==> config.mk <==
export PLATFORM = sky130hd
export DESIGN_NAME = seg_scan_driver
export DESIGN_NICKNAME = d
export VERILOG_FILES = /design/src/rtl/seg_scan_pkg.sv /design/src/rtl/seg_scan_driver_prescaler.sv /design/src/rtl/seg_scan_driver.sv
export SDC_FILE = /design/constraint.sdc
export NUM_CORES = 1
export LEC_CHECK = 0
export ABC_AREA = 1
export CAP_MARGIN = 10
export CORE_AREA = 3 3 40 42
export CTS_BUF_LIST = sky130_fd_sc_hd__clkbuf_8
export CTS_CLUSTER_DIAMETER = 30
export CTS_CLUSTER_SIZE = 25
export DETAILED_ROUTE_END_ITERATION = 7
export DIE_AREA = 0 0 43 45
export PLACE_DENSITY = 0.78
export SETUP_SLACK_MARGIN = 0.02
export SKIP_LAST_GASP = 1
export SLEW_MARGIN = 5
export SYNTH_ARGS = -nofsm -noshare
export SYNTH_HDL_FRONTEND = slang
export SYNTH_SLANG_ARGS = --single-unit
==> constraint.sdc <==
create_clock -name clk -period 2.9 [get_ports clk]
set_input_delay 0.29 -clock clk [delete_from_list [all_inputs] [get_ports clk]]
set_output_delay 0.29 -clock clk [all_outputs]
set_load 0.01 [all_outputs]
==> src/rtl/seg_scan_pkg.sv <==
// Shared helpers for the 7-segment scan sequencer: the anode-off pattern
// and the parameter legality check.
package seg_scan_pkg;

   localparam int MAX_DIGITS = 32;

   // The caller takes the low n bits. This gives an all-ones blanking pattern for any digit count.
   function automatic logic [MAX_DIGITS-1:0] ANODE_OFF(input int n);
      logic [MAX_DIGITS-1:0] v;
      v = '0;
      for (int i = 0; i < MAX_DIGITS; i++) begin
         if (i < n) v[i] = 1'b1;
      end
      return v;
   endfunction

   function automatic bit params_ok(input int num_digits, input int slot_ticks,
                                    input int prescale);
      return (num_digits >= 2) && (num_digits <= MAX_DIGITS) &&
             (slot_ticks >= 3) && (prescale >= 1);
   endfunction

endpackage

==> src/rtl/seg_scan_driver_prescaler.sv <==
// Tick generator: one-cycle tick every PRESCALE clocks, restartable via clear.
module scan_prescaler #(
   parameter int PRESCALE = 1
) (
   input  logic clk,
   input  logic reset,
   input  logic clear,
   output logic tick
);

   generate
      if (PRESCALE == 1) begin : g_bypass
         logic unused_inputs;
         assign unused_inputs = clk ^ reset ^ clear;
         assign tick = 1'b1;
      end else begin : g_count
         localparam int CW = $clog2(PRESCALE);
         localparam logic [CW-1:0] LAST = CW'(PRESCALE - 1);
         logic [CW-1:0] count;

         always_ff @(posedge clk or posedge reset) begin
            if (reset) begin
               count <= '0;
            end else if (clear || count == LAST) begin
               count <= '0;
            end else begin
               count <= count + 1'b1;
            end
         end

         assign tick = (count == LAST);
      end
   endgenerate

endmodule

==> src/rtl/seg_scan_driver.sv <==
// Time-multiplexed common-anode digit scanner: per slot a setup blank, a
// brightness-sized lit window and a guard blank, outputs registered.
module seg_scan_driver
   import seg_scan_pkg::*;
#(
   parameter int NUM_DIGITS = 4,
   parameter int ADDR_W     = $clog2(NUM_DIGITS),
   parameter int SLOT_TICKS = 4,
   parameter int PRESCALE   = 1,
   parameter int DUTY_W     = 3
) (
   input  logic                  clk,
   input  logic                  reset,
   input  logic                  enable,
   input  logic [NUM_DIGITS-1:0] digit_mask,
   input  logic [DUTY_W-1:0]     brightness,
   output logic [ADDR_W-1:0]     digit_addr,
   output logic [NUM_DIGITS-1:0] anodes,
   output logic                  frame_start
);

   localparam int PW = $clog2(SLOT_TICKS);
   localparam int CW = (DUTY_W > PW + 1) ? DUTY_W : PW + 1;
   localparam logic [PW-1:0]     PH_LAST = PW'(SLOT_TICKS - 1);
   localparam logic [ADDR_W-1:0] DG_LAST = ADDR_W'(NUM_DIGITS - 1);
   localparam logic [CW-1:0]     L_MAX   = CW'(SLOT_TICKS - 2);
   localparam logic [MAX_DIGITS-1:0] OFF_WIDE = ANODE_OFF(NUM_DIGITS);
   localparam logic [NUM_DIGITS-1:0] OFF     = OFF_WIDE[NUM_DIGITS-1:0];
   localparam logic [NUM_DIGITS-1:0] TOP_BIT = {1'b1, {(NUM_DIGITS-1){1'b0}}};

   generate
      if (!params_ok(NUM_DIGITS, SLOT_TICKS, PRESCALE) || ADDR_W < $clog2(NUM_DIGITS))
      begin : g_param_error
         $error("seg_scan_driver: illegal parameter combination");
      end
   endgenerate

   logic                  tick;
   logic [PW-1:0]         phase, phase_n;
   logic [ADDR_W-1:0]     digit, digit_n;
   logic [DUTY_W-1:0]     lvl, lvl_n;
   logic [CW-1:0]         phase_ext, lvl_ext;
   logic                  lit;
   logic [NUM_DIGITS-1:0] anodes_n;
   logic                  frame_n;

   scan_prescaler #(.PRESCALE(PRESCALE)) u_prescaler (
      .clk   (clk),
      .reset (reset),
      .clear (!enable),
      .tick  (tick)
   );

   always_comb begin
      phase_n = phase;
      digit_n = digit;
      if (!enable) begin
         phase_n = '0;
         digit_n = '0;
      end else if (tick) begin
         if (phase == PH_LAST) begin
            phase_n = '0;
            digit_n = (digit == DG_LAST) ? '0 : digit + 1'b1;
         end else begin
            phase_n = phase + 1'b1;
         end
      end

      // Brightness is sampled for as long as the slot sits in setup.
      // The value present on the tick that leaves setup sizes the whole window.
      lvl_n     = (phase == '0) ? brightness : lvl;
      phase_ext = CW'(phase_n);
      lvl_ext   = CW'(lvl_n);
      lit       = enable && (phase_n != '0) && (phase_ext <= lvl_ext) &&
                  (phase_ext <= L_MAX) && digit_mask[digit_n];
      anodes_n  = lit ? ~(TOP_BIT >> digit_n) : OFF;
      frame_n   = enable && tick && (phase == PH_LAST) && (digit == DG_LAST);
   end

   always_ff @(posedge clk or posedge reset) begin
      if (reset) begin
         phase       <= '0;
         digit       <= '0;
         lvl         <= '0;
         anodes      <= OFF;
         frame_start <= 1'b0;
      end else begin
         phase       <= phase_n;
         digit       <= digit_n;
         lvl         <= lvl_n;
         anodes      <= anodes_n;
         frame_start <= frame_n;
      end
   end

   assign digit_addr = digit;

endmodule

# Word level (Yosys, flattened, before mapping)

Index checks and enable logic that the tools add are counted.
Widths: inputs -> output; s select.

Output and inout bits: 7
Register bits: 12
Logic and storage cells: 31
Bits of input ports: 10

Add/subtract/negate cells: 2
Reductions and logical operators: 8
Eq/ne operators: 2
Shifts and indexed selects: 1
Bitwise operators: 1
Muxes and demuxes: 9
$lt $le $gt $ge: 3

Operator list:

| kind                | number |
|---|---|
| $mux 2              | 5 |
| $logic_and 1x1->1   | 6 |
| $add 2x1->2 const B | 2 |
| $eq 2x2->1 const B  | 2 |
| $mux 4              | 1 |
| $not 4->4           | 1 |
| $shr 4x2->4 const A | 1 |
| $le 2x3->1          | 1 |
| $lt 2x3->1 const B  | 1 |
| $mux 3              | 1 |
| $bmux 1 s2          | 1 |
| $le 2x2->1 const B  | 1 |
| $logic_not 2->1     | 1 |
| $reduce_bool 2->1   | 1 |
| $mux 1              | 1 |

# Logic depth before layout (Yosys ltp)

Word-level depth: 9
Mapped depth: 12
Gate-level depth less buffers: 12

# Modules after synthesis

A second synthesis with hierarchy kept.

Cell total of the unflattened synthesis: 85
Area, all modules: 704.4 um^2

Modules (own cells, without submodules):

| module          | sequential area each (um^2) | area each (um^2) | cells an instance | instances |
|---|---|---|---|---|
| seg_scan_driver | 305.3                       | 693.2            | 83                | 1 |
| scan_prescaler  | 0.0                         | 11.3             | 2                 | 1 |

# Worst setup path after synthesis

Ideal clock, no wire load.

Path kind: flip-flop to flip-flop
Start: reg phase[0]
End: reg anodes[0]
Period minus slack after synthesis: 1.737 ns
Slack: 1.163 ns
Library setup time: 0.086 ns
Path buffers: 0
Cell stages (with the launch flop): 13
Data arrival time: 1.651 ns
Data required time: 2.814 ns
Path through: dfrtp_1 inv_1 ha_1 inv_1 or2_1 o21ai_1 ha_1 inv_1 nor2_1 nand2_1 nand2_1 nor2_2 nand3_1

Longest elaborated chain between the ends: 9
Elaborated cells between the ends (all ways): 20
Those cells by class: add/sub (1); order compare (2); eq/ne (1); shift (1); mux (8); bitwise (1); reduce/logical (6)

Ends and longest elaborated chain:

| item                                               | line                  | RTL |
|---|---|---|
| start, declared                                    | seg_scan_driver.sv:39 | `logic [PW-1:0] phase, phase_n;` |
| start signal, assigned                             | seg_scan_driver.sv:88 | `phase <= phase_n;` |
| branches (longest 8 deep; another with $le 2x3->1) | --                    |  |
| $mux 4 (*)                                         | seg_scan_driver.sv:76 | `anodes_n = lit ? ~(TOP_BIT >> digit_n) : OFF;` |
| via anodes_n[0]                                    | seg_scan_driver.sv:44 | `logic [NUM_DIGITS-1:0] anodes_n;` |
| end signal, assigned                               | seg_scan_driver.sv:91 | `anodes <= anodes_n;` |
| end, declared                                      | seg_scan_driver.sv:18 | `output logic [NUM_DIGITS-1:0] anodes,` |

Mark *: on every way through the listed nets, which the timed path passes. The select of a mux whose other input is x is not followed.

# Final worst setup path

Start: reg phase[0]
End: reg anodes[1]

Same word-level chain as after synthesis.

==> metrics list <==
* Clock network fraction of total power: between 30% and 40%
- Syn avg cell area: just over 8 um2
- Dominant combinational cell family by area after synthesis: simple AND/OR/NAND/NOR gates
- Of the synthesized area, sequential elements account for about half.
- Portion of the clock cycle consumed by the worst path in the final layout: about two thirds
* Number of ports placed on the die boundary: 17
- Total Power Consumption: 432.5 uW
- On the critical path, the stage with the largest delay is an instance of dfrtp_1.
* WP buf/inv: 3
- After synthesis, the largest area contributor takes up 32.13% of total cell area.
* Cts bufs inserted: 3
- Total count of max-transition violations in the final report: 0
- The share of total power dissipated in combinational logic is a little over a fifth.
* DRT antenna net count: 0
* Internal power: 318.3 uW
- Leakage component of the power: around 0.44 nW
* Critical path's most frequent cell: inv_1
- Die span in y: 45 um
- Data arrives at the worst endpoint at 2.06 ns.
- Kind of capture point of the worst setup path: register
- The synthesized netlist devotes 8.032% of its cell area to adder and majority cells.
- Setup repair after global routing left no endpoint under its margin.
- Summed over all nets, the half-perimeter wirelength after detailed placement is 866 um.
- The floorplan has 13 rows.
* Netlist Area Pre-Place: 623.1 um2
- Average wire per cell in the routed design: between 9 and 10 um
* # Max-Cap Violations: 0
- Routed via count: approximately 530
- Antenna cell count: 0
- Ranking of synthesized cells by area: dfrtp_1 32%, dfstp_2 17%, nand2_1 12%, ha_1 8.0%, nand3_1 8.0%
* Wire length of the first global-routing pass: 1938 um
* Worst stage delay on the critical path: 0.38 ns
- Via count of the first global-routing pass: about 520
* Routability congestion estimate: 0.7027
- In this run, synthesis inferred 0 flip-flops with an integrated enable.
- Post-CTS repair changed the size of 0 cells.
- The clock net in this run drives a total of 12 sinks.
- Clock tree root driver cell: clkbuf_8
- Switching power total: 114.2 uW
* Xor and xnor fraction of the mapped netlist area: 0%
- The critical path in this run is classified as reg -> reg.
* Fill cell total of the finished layout: 110
- Largest net degree at the start of global routing: 13
- Summing the areas of all compound-gate instances in the mapped netlist gives 2.410% of the synthesized area.
- The flow ran to the end, and the final reports show no timing, DRC or antenna violations.
- Before antenna repair, the detailed router went through 2 iterations.
- Clock latency on the worst-skew pair, taken at its later pin, is 0.23 ns.
- In this run the power density over the cells is 510.6 mW/mm2.
- In this run the standard cell core region covers between 0.001 and 0.0015 mm2.
* Number of I/O port buffers: 16
- Remaining DRCs: 0
- The die is about 43 um wide.
* GRT Total Usage: 13.18%
- The initial antenna violation count is 0.
* Most common library cells after synthesis: 20 x nand2_1, 12 x inv_1, 10 x nand3_1
- In the synthesized netlist the async set-or-reset flop fraction comes to 100.0%.
* Initial standard-cell utilization of the core: 48.49%
* Worst path cell trace: inv_1, ha_1, inv_1, or2_1, o21ai_1, ha_1, inv_1, nor2_1, nand2_1, nand2_1, nor2_2, nand3_1
* Finish-stage setup viols: 0
- Required arrival time at the worst endpoint: 3.05 ns
* CTS tree: yes
- The net count of the finished layout is roughly 110.
- Floorplan die area: ~0.0019 mm2
- Dividing the detail-routed via count by the number of cells gives 4.705.
- Number of levels in the clock H-tree: 1
- For the finished layout, the period the worst path requires is about 1.9 ns.
* Aggregate negative setup slack: 0 ns
- The post-route netlist has about 16% of its cells at a drive strength greater than 1.
- Synthesis produced a netlist with a net count of between 90 and 100.
- STA classifies the critical path startpoint as a register.
- Post-synthesis cell type count: 14
* Peak fanout along the critical path: 4
- Area of placed instances: 802.0 um2
* Transition time at the pin with the least slew margin: 0.4515 ns
- The most common cell in the synthesized netlist is nand2_1.
- Post-synthesis mux area share: 0%
- The worst-case IR drop observed on VDD is 0.3579 mV.
* Worst slew margin relative to its limit: 69.87%
- The kind of cell with the highest combined delay along the critical path is simple AND/OR/NAND/NOR gates.
- The share of total power dissipated in sequential elements is 44.1%.
* Yosys warns: 0
- Counting along the longest clock path gives a buffer depth of 2.
- Final wirelength: 1074 um
- After clock tree synthesis, the clock-pin slew on the worst setup and hold paths is about 0.05 ns.
- The largest total area in the synthesized netlist belongs to dfrtp_1.
* Max Freq: between 500 and 600 MHz
* Endpoints failing hold: 0
- On the final layout, the worst clock skew is 0.007196 ns.
- After clock tree synthesis, the setup repair step added 0 buffers.
- Design Area, Final: about 850 um2
- Synthesis produced 77 cells.
- Compared with the post-synthesis result, the final layout area differs by 35.94%.
- Of the total power, the share spent switching nets is 26.41%.
- After synthesis the netlist holds a flip-flop and latch count of 12.
- Of the total synthesized cell area, the portion taken by AND, OR, NAND and NOR gates is 31.53%.
- The number of hold buffers added after CTS was 0.
* Path category of the worst min-delay check: in -> async
- Summed over all layers, the global routing overflow is 0.
- The most used flip-flop cell after synthesis is dfrtp_1.
- Number of DRC violations after detailed-routing iteration 0: 5
## final cells by class
| class | instances | area [um2] | area share, % |
|---|---|---|---|
| Clock buffer | 3 | 41.29 | 4.874 |
| Clock inverter | 1 | 3.754 | 0.4431 |
| Inverter | 15 | 56.30 | 6.647 |
| Multi-Input combinational cell | 50 | 261.5 | 30.87 |
| Sequential cell | 12 | 305.3 | 36.04 |
| Tap cell | 15 | 18.77 | 2.216 |
| Timing Repair Buffer | 16 | 160.2 | 18.91 |
## cell usage in the layout, fill, tap and decap left out, drive strengths merged
master	n
clkdlybuf4s50	16
nor2	7
dfrtp	8
o21ai	2
nand2	25
clkbuf	3
nand3	10
a21oi	1
inv	16
ha	4
dfstp	4
or2	1
## through the flow
stage / hold WS, ns / utilization (%) / std cells / setup WS [ns]
2_1_floorplan: 0.1518 / - / 77 / 1.163
3_3_place_gp: 0.4692 / 62.41 / 108 / 1.053
3_5_place_dp: 0.4686 / 62.41 / 108 / 0.9951
4_1_cts: 0.3805 / 65.92 / 112 / 0.9696
5_1_grt: 0.4177 / 65.92 / 112 / 0.7927
6_report: 0.3597 / 65.92 / 112 / 0.9906
## path summary, 6_finish.rpt
| check | depth (start not counted) | start | to | slack [ns] |
|---|---|---|---|---|
| setup / recovery | 12 | phase[0] | anodes[1] | 0.99 |
| hold / removal | 2 | reset | lvl[1] | 0.36 |
| setup reg to reg | 12 | phase[0] | anodes[1] | 0.99 |
| hold reg to reg | 2 | lvl[1] | lvl[1] | 0.47 |
| max in group asynchronous | 2 | reset | anodes[1] | 2.19 |
| min in group clk | 2 | lvl[1] | lvl[1] | 0.47 |
## flip-flops by register name, summed over array words and instances, names as in the netlist
name         count
phase            2
digit_addr       2
frame_start      1
lvl              3
anodes           4
## power by group through the flow
| stage | logic, mW | clock network (mW) | registers, mW |
|---|---|---|---|
| 2_1_floorplan | 0.0608 | 0 | 0.194 |
| 3_3_place_gp | 0.0910 | 0 | 0.193 |
| 3_5_place_dp | 0.0938 | 0 | 0.194 |
| 4_1_cts | 0.0948 | 0.151 | 0.191 |
| 5_1_grt | 0.108 | 0.162 | 0.193 |
| 6_report | 0.0931 | 0.149 | 0.191 |
## routing by layer
layer  global-route usage, %  part of all wire [%]
met1                   13.85                    40
met2                   26.65                    54
met3                   2.390                   4.8
met4                   3.614                   1.1
met5                       0                     0
## kinds of logic after synthesis
family	after synthesis
fa+ha+maj	4
flops	12
buf+inv	15
compound gates	3
simple gates	43
Power figures use the tool's default switching activity.
==> variant, RTL diff (same flow settings) <==
The parameter `SLOT_TICKS` goes from 4 to 8.
--- a/src/rtl/seg_scan_driver.sv
+++ b/src/rtl/seg_scan_driver.sv
@@ -7,3 +7,3 @@
    parameter int ADDR_W     = $clog2(NUM_DIGITS),
-   parameter int SLOT_TICKS = 4,
+   parameter int SLOT_TICKS = 8,
    parameter int PRESCALE   = 1,
Behaviour: not the same (a bounded check fails within 4 cycles, from zero or initial values and one cycle with reset high).
==> variant against the unedited design <==
  * Worst setup slack worse by 0.10 ns
  * Cell area increased by 13%
  * First-iteration DRC count increased by 20%
  * Clock power increased by 7%
  * Fmax is 5.2% lower
  * Critical path depth shrank 1
  * Sequential share of layout area shrank 1.5 points
  * Count of clock-buffer cells in the layout stayed put
  * Sequential cell count is 1 higher
  * Routed wire length grew 32%
  * Power up 4.6%
  * Sequential power is 6% higher
  * Area after synthesis rose by 17%
  * Critical path type unchanged
  * Largest power group unchanged
  * Highest routed layer unchanged
==> variant: results (changes against the unedited design) <==
Yosys
  – Compound-Gate Fraction of Synth Area: 3.932% (+1.5 points)
  – Mapped Cells: 85 (+10%)
  – Post-Synth Adder-Cell Area: 11.97% (+3.9 points)
  – Most frequent cells after synthesis: inv_1, nand2_1, dfrtp_1
  – Synth area leaders: dfrtp_1, dfstp_2, ha_1, inv_1, nand2_1
  – Post-synthesis mux area share: 1.538% (+1.5 points)
  – Distinct cells, synth: 17 (+3)
  – Async SR Flop Fraction: 100.0% (unchanged)
  – Syn Nets: 102 (+12%)
  – Seq/Total Area, Yosys: 45.13% (-3.9 points)

Die
  – Starting Density: 56.96% (+8.5 points)
  – Placement row count: 13 (unchanged)

Timing
  – Hold Slack: 0.3709 ns (+0.01119 ns)
  – Clock skew: 0.001383 ns (-0.005813 ns)
  – Max-slew headroom: 66.88% (-3.0 points)

Clock tree
  – Post-CTS Setup Bufs: 0 (unchanged)
  – Num CTS Buffers: 3 (unchanged)
  – Clk sink count: 13 (+1)

Final layout
  – Buffer share of cell area: 16.75% (-2.2 points)
  – Non-clk invs: 19 (+4)
  – Final Instance Area: 955.9 um^2 (+13%)
  – FILL cells: 97 (-12%)
  – Multi-input gate count: 53 (+6.0%)
  – Area of the multi-input gates: 330.3 um^2 (+26%)
  – Clock buf/inv share: 4.712% (-0.61 points)
  – Non-Clock Buffer Count: 16 (unchanged)
  – Leading registers by flop count: anodes: 4 flops, lvl: 3 flops, phase: 3 flops
  – Nets@finish: 123 (+9.8%)
  – Seq/total area: 34.55% (-1.5 points)
  – Ratio of cells with drive above 1 in the final layout: 20.95% (+4.5 points)

Placed design
  – DP HPWL: 1168 um (+35%)
  – Place WS: 0.8786 ns (-0.1165 ns)
  – RePlAce Congestion: 0.7548 (+7.4%)
  – DP Area: 910.9 um^2 (+14%)

Setup path
  – Setup slack, reg-to-reg: 0.89 ns (-0.10 ns)
  – RR Endpoint: anodes[3]
  – Worst R2R Path Depth: 11 (-1)
  – Crit path launch: phase[1]
  – CP arrival: 2.17 ns (+0.11 ns)

Pwr
  – Sequential Power Share: 44.8% (+0.7 points)
  – Power share of the combinational group: 20.0% (-1.5 points)
  – Leak: 0.0005088 uW (+15%)
  – Worst IR Drop VDD: 0.3712 mV (+3.7%)
  – Final Total Pwr: 452.4 uW (+4.6%)
  – Sw Pwr: 121.3 uW (+6.2%)

Detailed routing
  – Via count: 561 (+6.5%)
  – Number of detailed-route iterations in the first pass: 4 (+2)
  – DRT iter0 DRCs: 6 (+1)
  – Vias per cell: 4.675 (-0.65%)
  – WL final: 1413 um (+32%)

Global routing
  – Overflow left after global routing: 0 (unchanged)
  – GR Util All Layers: 17.13% (+4.0 points)
  – Largest net degree at the start of global routing: 14 (+1)
  – First-pass GRT wire length: 2394 um (+24%)

Run status
  – Outcome: finished clean
variant: changes by cell type after synthesis, sizes merged, moves of 2 or more:
cell   change
inv        +4
ha         +3
nor2       +2
nand3      -2
nand2      -3
variant: critical path, delay by kind of cell, from the launching register on:
family                     cells  cell delay (ns)
AOI/OAI and AO/OA              1             0.06
adders and majority gates      3             0.77
buffers and inverters          1             0.07
DFF                            1             0.39
and+or+nand+nor                6             0.63
variant: how the worst max path moves through the flow:
stage | to | slack (ns) | depth (start not counted)
global route | anodes[3] | 0.69 | 11
CTS | anodes[3] | 0.88 | 11
detailed placement | anodes[3] | 0.88 | 10
floorplan | anodes[0] | 1.08 | 11
finish | anodes[3] | 0.89 | 11
global placement | anodes[3] | 0.96 | 11
variant: per-layer routing:
metal / routed length [um] / global-route usage, % / up-vias
met3: 69 / 4.781 / 4
met2: 664 / 27.54 / 14
li1: - / - / 299
met5: 0 / 0 / -
met1: 652 / 22.14 / 244
met4: 26 / 6.627 / 0
